**config.mk**
```make
export PLATFORM = sky130hd
export DESIGN_NAME = sd_cmd_engine
export DESIGN_NICKNAME = d
export VERILOG_FILES = /design/src/rtl/sd_cmd_engine.sv
export SDC_FILE = /design/constraint.sdc
export NUM_CORES = 1
export LEC_CHECK = 0
export ABC_AREA = 1
export BUFFER_PORTS_ARGS = -buffer_cell sky130_fd_sc_hd__buf_2
export CELL_PAD_IN_SITES_DETAIL_PLACEMENT = 1
export CELL_PAD_IN_SITES_GLOBAL_PLACEMENT = 2
export CORE_ASPECT_RATIO = 2
export CORE_MARGIN = 10
export CORE_UTILIZATION = 25
export CTS_CLUSTER_DIAMETER = 30
export CTS_CLUSTER_SIZE = 28
export DETAILED_ROUTE_END_ITERATION = 8
export HOLD_SLACK_MARGIN = 0.03
export PLACE_DENSITY_LB_ADDON = 0.1
export SYNTH_ARGS = -nofsm -noshare
export SYNTH_HDL_FRONTEND = slang
export SYNTH_SLANG_ARGS = --single-unit
```
**constraint.sdc**
```tcl
create_clock -name sd_clk -period 6.79 [get_ports sd_clk]
set_input_delay 0 -clock sd_clk [delete_from_list [all_inputs] [get_ports sd_clk]]
set_output_delay 0 -clock sd_clk [all_outputs]
set_load 0.01 [all_outputs]
```
**src/rtl/sd_cmd_engine.sv**
```systemverilog
// SD-card CMD line engine: serialises a 48-bit command with CRC7, then
// optionally collects and checks a short (48-bit) or long response.
module sd_cmd_engine #(
    parameter int NCR_MAX  = 64,
    parameter int NCC_GAP  = 8,
    parameter int LONG_LEN = 136
) (
    input  logic                sd_clk,
    input  logic                reset_n,
    input  logic                cmd_start,
    input  logic [39:0]         cmd_content,
    input  logic [1:0]          resp_type,
    input  logic                cmd_abort,
    input  logic                cmd_in,
    output logic                cmd_out,
    output logic                cmd_oe,
    output logic                cmd_ready,
    output logic                cmd_sent_strb,
    output logic                resp_valid_strb,
    output logic [LONG_LEN-1:0] resp_data,
    output logic                crc_err,
    output logic                idx_err,
    output logic                end_err,
    output logic                timeout_err
);

    localparam int CNT_A   = (LONG_LEN > NCR_MAX) ? LONG_LEN : NCR_MAX;
    localparam int CNT_B   = (CNT_A > NCC_GAP) ? CNT_A : NCC_GAP;
    localparam int CNT_MAX = (CNT_B > 48) ? CNT_B : 48;
    localparam int CW      = $clog2(CNT_MAX + 1);

    localparam logic [CW-1:0] SEND_LAST  = CW'(47);
    localparam logic [CW-1:0] SHORT_LAST = CW'(47);
    localparam logic [CW-1:0] LONG_LAST  = CW'(LONG_LEN - 1);
    localparam logic [CW-1:0] NCR_LAST   = CW'((NCR_MAX > 0) ? NCR_MAX - 1 : 0);
    localparam logic [CW-1:0] GAP_LOAD   = CW'((NCC_GAP > 0) ? NCC_GAP - 1 : 0);

    localparam logic [2:0] S_IDLE  = 3'd0;
    localparam logic [2:0] S_SEND  = 3'd1;
    localparam logic [2:0] S_WAIT  = 3'd2;
    localparam logic [2:0] S_RECV  = 3'd3;
    localparam logic [2:0] S_CHECK = 3'd4;
    localparam logic [2:0] S_GAP   = 3'd5;

    localparam logic [1:0] RT_NONE  = 2'b00;
    localparam logic [1:0] RT_SHORT = 2'b01;
    localparam logic [1:0] RT_LONG  = 2'b10;

    function automatic logic [6:0] crc7_next(input logic [6:0] c, input logic b);
        logic fb;
        fb = c[6] ^ b;
        return {c[5:3], c[2] ^ fb, c[1:0], fb};
    endfunction

    logic [2:0]          state_q = S_IDLE;
    logic [2:0]          state_d;
    logic [CW-1:0]       cnt_q = '0;
    logic [CW-1:0]       cnt_d;
    logic [46:0]         tx_q = '0;
    logic [46:0]         tx_d;
    logic [LONG_LEN-2:0] rx_q = '0;
    logic [LONG_LEN-2:0] rx_d;
    logic [5:0]          idx_q = '0;
    logic [5:0]          idx_d;
    logic [1:0]          type_q = RT_NONE;
    logic [1:0]          type_d;
    logic                cmd_out_q = 1'b1;
    logic                cmd_out_d;
    logic                cmd_oe_q = 1'b0;
    logic                cmd_oe_d;
    logic                sent_strb_q = 1'b0;
    logic                sent_strb_d;
    logic                valid_strb_q = 1'b0;
    logic                valid_strb_d;
    logic [LONG_LEN-1:0] resp_q = '0;
    logic [LONG_LEN-1:0] resp_d;
    logic                crc_err_q = 1'b0;
    logic                crc_err_d;
    logic                idx_err_q = 1'b0;
    logic                idx_err_d;
    logic                end_err_q = 1'b0;
    logic                end_err_d;
    logic                timeout_err_q = 1'b0;
    logic                timeout_err_d;

    logic [LONG_LEN-1:0] rx_full;
    logic [127:0]        rx_wide;
    logic [6:0]          cmd_crc;
    logic [6:0]          crc_short;
    logic [6:0]          crc_long;
    logic [CW-1:0]       rx_last;

    // rx_full is the response as it will look once this cycle's bit is shifted in.
    assign rx_full = {rx_q, cmd_in};
    assign rx_last = (type_q == RT_LONG) ? LONG_LAST : SHORT_LAST;

    generate
        if (LONG_LEN >= 128) begin : g_wide_trunc
            assign rx_wide = rx_full[127:0];
        end else begin : g_wide_pad
            assign rx_wide = {{(128 - LONG_LEN){1'b0}}, rx_full};
        end
    endgenerate

    always_comb begin
        cmd_crc   = '0;
        crc_short = '0;
        crc_long  = '0;
        for (int i = 39; i >= 0; i--) begin
            cmd_crc = crc7_next(cmd_crc, cmd_content[i]);
        end
        for (int i = 47; i >= 8; i--) begin
            crc_short = crc7_next(crc_short, rx_wide[i]);
        end
        for (int i = 127; i >= 8; i--) begin
            crc_long = crc7_next(crc_long, rx_wide[i]);
        end
    end

    always_comb begin
        state_d       = state_q;
        cnt_d         = cnt_q;
        tx_d          = tx_q;
        rx_d          = rx_q;
        idx_d         = idx_q;
        type_d        = type_q;
        cmd_out_d     = 1'b1;
        cmd_oe_d      = 1'b0;
        sent_strb_d   = 1'b0;
        valid_strb_d  = 1'b0;
        resp_d        = resp_q;
        crc_err_d     = crc_err_q;
        idx_err_d     = idx_err_q;
        end_err_d     = end_err_q;
        timeout_err_d = timeout_err_q;

        case (state_q)
            S_IDLE: begin
                if (cmd_start) begin
                    idx_d         = cmd_content[37:32];
                    type_d        = resp_type;
                    tx_d          = {cmd_content[38:0], cmd_crc, 1'b1};
                    cmd_out_d     = cmd_content[39];
                    cmd_oe_d      = 1'b1;
                    cnt_d         = SEND_LAST;
                    crc_err_d     = 1'b0;
                    idx_err_d     = 1'b0;
                    end_err_d     = 1'b0;
                    timeout_err_d = 1'b0;
                    state_d       = S_SEND;
                end
            end
            S_SEND: begin
                if (cnt_q == '0) begin
                    sent_strb_d = 1'b1;
                    if (type_q == RT_NONE) begin
                        cnt_d   = GAP_LOAD;
                        state_d = S_GAP;
                    end else begin
                        cnt_d   = '0;
                        state_d = S_WAIT;
                    end
                end else begin
                    cmd_out_d = tx_q[46];
                    cmd_oe_d  = 1'b1;
                    tx_d      = {tx_q[45:0], 1'b1};
                    cnt_d     = cnt_q - 1'b1;
                end
            end
            S_WAIT: begin
                if (!cmd_in) begin
                    // The start bit (0) enters as bit 0 and shifts up to the MSB.
                    rx_d    = '0;
                    cnt_d   = CW'(1);
                    state_d = S_RECV;
                end else if (cnt_q == NCR_LAST) begin
                    timeout_err_d = 1'b1;
                    valid_strb_d  = 1'b1;
                    cnt_d         = GAP_LOAD;
                    state_d       = S_GAP;
                end else begin
                    cnt_d = cnt_q + 1'b1;
                end
            end
            S_RECV: begin
                rx_d = rx_full[LONG_LEN-2:0];
                if (cnt_q == rx_last) begin
                    // Results are registered here so they are visible during CHECK.
                    resp_d       = rx_full;
                    valid_strb_d = 1'b1;
                    crc_err_d    = ((type_q == RT_SHORT) && (crc_short != rx_wide[7:1])) ||
                                   ((type_q == RT_LONG)  && (crc_long  != rx_wide[7:1]));
                    idx_err_d    = (type_q == RT_SHORT) && (rx_wide[45:40] != idx_q);
                    end_err_d    = ~rx_wide[0];
                    state_d      = S_CHECK;
                end else begin
                    cnt_d = cnt_q + 1'b1;
                end
            end
            S_CHECK: begin
                cnt_d   = GAP_LOAD;
                state_d = S_GAP;
            end
            S_GAP: begin
                if (cnt_q == '0) begin
                    state_d = S_IDLE;
                end else begin
                    cnt_d = cnt_q - 1'b1;
                end
            end
            default: begin
                state_d = S_IDLE;
            end
        endcase

        // Abort wins over everything, including a simultaneous cmd_start.
        if (cmd_abort) begin
            state_d       = S_IDLE;
            idx_d         = idx_q;
            type_d        = type_q;
            cmd_out_d     = 1'b1;
            cmd_oe_d      = 1'b0;
            sent_strb_d   = 1'b0;
            valid_strb_d  = 1'b0;
            resp_d        = resp_q;
            crc_err_d     = crc_err_q;
            idx_err_d     = idx_err_q;
            end_err_d     = end_err_q;
            timeout_err_d = timeout_err_q;
        end
    end

    always_ff @(posedge sd_clk) begin
        if (!reset_n) begin
            state_q       <= S_IDLE;
            cnt_q         <= '0;
            tx_q          <= '0;
            rx_q          <= '0;
            idx_q         <= '0;
            type_q        <= RT_NONE;
            cmd_out_q     <= 1'b1;
            cmd_oe_q      <= 1'b0;
            sent_strb_q   <= 1'b0;
            valid_strb_q  <= 1'b0;
            resp_q        <= '0;
            crc_err_q     <= 1'b0;
            idx_err_q     <= 1'b0;
            end_err_q     <= 1'b0;
            timeout_err_q <= 1'b0;
        end else begin
            state_q       <= state_d;
            cnt_q         <= cnt_d;
            tx_q          <= tx_d;
            rx_q          <= rx_d;
            idx_q         <= idx_d;
            type_q        <= type_d;
            cmd_out_q     <= cmd_out_d;
            cmd_oe_q      <= cmd_oe_d;
            sent_strb_q   <= sent_strb_d;
            valid_strb_q  <= valid_strb_d;
            resp_q        <= resp_d;
            crc_err_q     <= crc_err_d;
            idx_err_q     <= idx_err_d;
            end_err_q     <= end_err_d;
            timeout_err_q <= timeout_err_d;
        end
    end

    assign cmd_out         = cmd_out_q;
    assign cmd_oe          = cmd_oe_q;
    assign cmd_ready       = (state_q == S_IDLE);
    assign cmd_sent_strb   = sent_strb_q;
    assign resp_valid_strb = valid_strb_q;
    assign resp_data       = resp_q;
    assign crc_err         = crc_err_q;
    assign idx_err         = idx_err_q;
    assign end_err         = end_err_q;
    assign timeout_err     = timeout_err_q;

endmodule

```
==> flow_summary.ini <==
[floorplanning]
dieWidth_microns = 220
core_sq_um = 79100
fp.dieArea_sq_um = 92100
fp.dieH_microns = 419
std_cell_rows = 146
io_pins = 192
initial_core_util_pct = 25.2

[timing]
finalCritPeriodShare_pct = 104
worstMarginPinSlew_ns = 0.974
finalWorstSetupSlack_ns = -0.268
setup_violations = 1
max_slew_margin_pct = 35.1
max_clock_freq_mhz = 142
min_period_ns = 7.06
tns_ns = -0.268
rsz0062_at_grt = true
finalHoldViolCount = 0
fin_skew_ns = 0.0164
maxSlewViolCount = 0

[grt]
grt_pass1_wl_microns = 122000
grt-ovfl-total = 0
track_usage_pct = 16.8
grt_max_degree = 143
grt_pass1_vias = 21401
grt_antenna_before_repair = 3

[place]
dp_cells = 4044
port_buffers = 191
postPlaceCellArea_sq_um = 22100
dp_hpwl_microns = 57700
routabilityCongestion = 0.814

[worst_hold_path]
worstHoldStart = reset_n
hold_path_end = rx_q[126]$_SDFFE_PN0P_
min_path_cells = 3
min_path_type = in -> reg

[routing]
postRouteAntennaNets = 0
routed_wl_microns = 78100
wl_per_cell_microns = 18.4
dr.pass1.iters = 4
drt_iter0_drc = 730
vias = 20083
vias_per_cell = 4.74
drc_errors = 0

[layout]
syn_to_final_growth_pct = 33.0
multi_input_area_sq_um = 12800
drive_above_1_share_pct = 28.6
nFillCells = 9581
final_cell_mix = 551 x nand2_1, 335 x dfxtp_1, 321 x nand3_1
fin_nets = 3197
regArea_sq_um = 6940
fin_cells = 4238
n_antenna_cell = 0
layout_commonest_cell = nand2_1
final_cell_area_sq_um = 26500

[logic_synthesis]
yosys.area_share.simple_pct = 37.3
yosysWarnings = 0
post_synth.cell_area_avg_sq_um = 6.88
yosys.area.top_type = dfxtp_1
synth_area_leaders = dfxtp_1 35%, nand2_1 13%, nand3_1 9.3%
synth-seq-area-share_pct = 34.7
synth_top_family_by_area = simple AND/OR/NAND/NOR gates
synthCells = 2894
synth_xor_xnor_area_share_pct = 7.19
synthAdderAreaFrac_pct = 0.377
synthMuxAreaShare_pct = 0
yosys_most_used_dff = dfxtp_1
synth_compound_area_share_pct = 12.8
synth_top_area_share_pct = 34.7
ys_ff_latch = 345
synth-async-reset-ratio_pct = 0
synth_cell_type_count = 42
netlist_area_sq_um = 19900
synth_enable_flop_cells = 0
syn_nets = 2947

[setup_path]
cp_slowest_cell = dfxtp_4
r2r_setup_slack_ns = -0.27
end_kind = flop
required_ns = 7.25
cp_common_cell = nand2_4
cp_slowest_stage_delay_ns = 0.36
worst_r2r_endpoint = crc_err$_SDFFE_PN0P_
crit_type = reg -> reg
crit-reg2reg-launch = rx_q[125]$_SDFFE_PN0P_
cp.arrival_ns = 7.52
critPathLaunch = rx_q[125]$_SDFFE_PN0P_
cp-start-kind = flop
reg2reg_depth = 79
critPathMaxFanout = 6

[run_status]
status = finished with violations
violations = setup timing

[clock_tree]
cts_made_buffers = 75
cts_buffer_depth = 3
cts_tree = built
cts_sinks = 345
htreeDepth = 3
clock_latency_ns = 0.63
clk_pin_slew_ns = 0.05
root_buffer = clkbuf_16

[power_and_ir_drop]
total_leakage_power_nw = 11.1
vdd_drop_max_mv = 0.383
p_per_area_nw_per_um2 = 286

[job]
maxCapViolations = 0
[through the flow]
step,utilization [%],setup WS (ns),hold slack (ns),total power [mW]
final,33.5,-0.268,0.0261,7.57
after global routing,33.5,-0.844,0.0823,8.04
after CTS,32.3,-0.317,0.0339,7.73
after detailed placement,28.0,-0.828,0.244,4.00
after global placement,28.0,-0.717,0.238,3.97
after floorplan,-,0.991,0.135,3.64
[worst max path at each step]
stage,end,depth (start not counted)
floorplan,crc_err$_SDFFE_PN0P_,75
global placement,crc_err$_SDFFE_PN0P_,74
detailed placement,crc_err$_SDFFE_PN0P_,76
CTS,crc_err$_SDFFE_PN0P_,76
global route,crc_err$_SDFFE_PN0P_,78
finish,crc_err$_SDFFE_PN0P_,79
[critical path: cells and delay by family, from the launching register on]
| family | cells | cell delay, ns |
|---|---|---|
| compound gates | 1 | 0.05 |
| flops | 1 | 0.36 |
| simple gates | 65 | 5.29 |
| buf+inv | 13 | 1.13 |
[power breakdown]
group | internal, mW | switching (mW) | total, mW | leakage (nW)
registers | 2.11 | 0.0468 | 2.15 | 2.80
logic | 0.760 | 1.03 | 1.79 | 7.10
clock network | 2.34 | 1.29 | 3.63 | 1.20
[state kept, by name, indices dropped and copies added (netlist names)]
register,count
cmd_oe,1
cmd_out,1
cmd_sent_strb,1
cnt_q,8
crc_err,1
end_err,1
idx_err,1
idx_q,6
resp_data,136
resp_valid_strb,1
rx_q,135
state_q,3
timeout_err,1
tx_q,47
type_q,2
[what timing repair did]
item,CTS,global route
pin swaps,43,107
hold buffers,48,0
endpoints found under the setup margin,1,1
gates resized for setup,109,217
hold endpoints to repair,69,0
setup buffers,2,9
[final cells by class]
cell class                 count  share of cell area [%]
multi-input combinational   2154                    48.2
clock inverter                40                    1.71
inverter                     252                    3.66
sequential                   345                    26.2
clock buffer                  95                    7.72
timing repair buffer         316                    7.65
tap                         1036                    4.89
[logic make-up after synthesis]
kind of cell / Yosys count
fa+ha+maj: 6
compound gates: 429
simple gates: 1557
xor+xnor: 162
flops: 345
buf+inv: 395
[cells in the mapped netlist (all sizes together) (6+ instances only)]
cell type / number
nand2: 902
nand3: 414
dfxtp: 345
inv: 252
nor2: 201
a21oi: 160
clkbuf: 128
a211oi: 124
xor2: 94
o21ai: 87
xnor2: 67
a31oi: 41
nor3: 25
buf: 15
o22ai: 8
ha: 6
[metal layers]
layer / GRT usage, % / wire, microns / vias to the layer above
li1: - / - / 10020
met1: 17.5 / 29900 / 9626
met2: 31.8 / 42100 / 312
met3: 3.44 / 3630 / 125
met4: 6.85 / 2450 / 0
met5: 0 / 0 / -
Note: power is estimated with default switching activity, not from simulation.
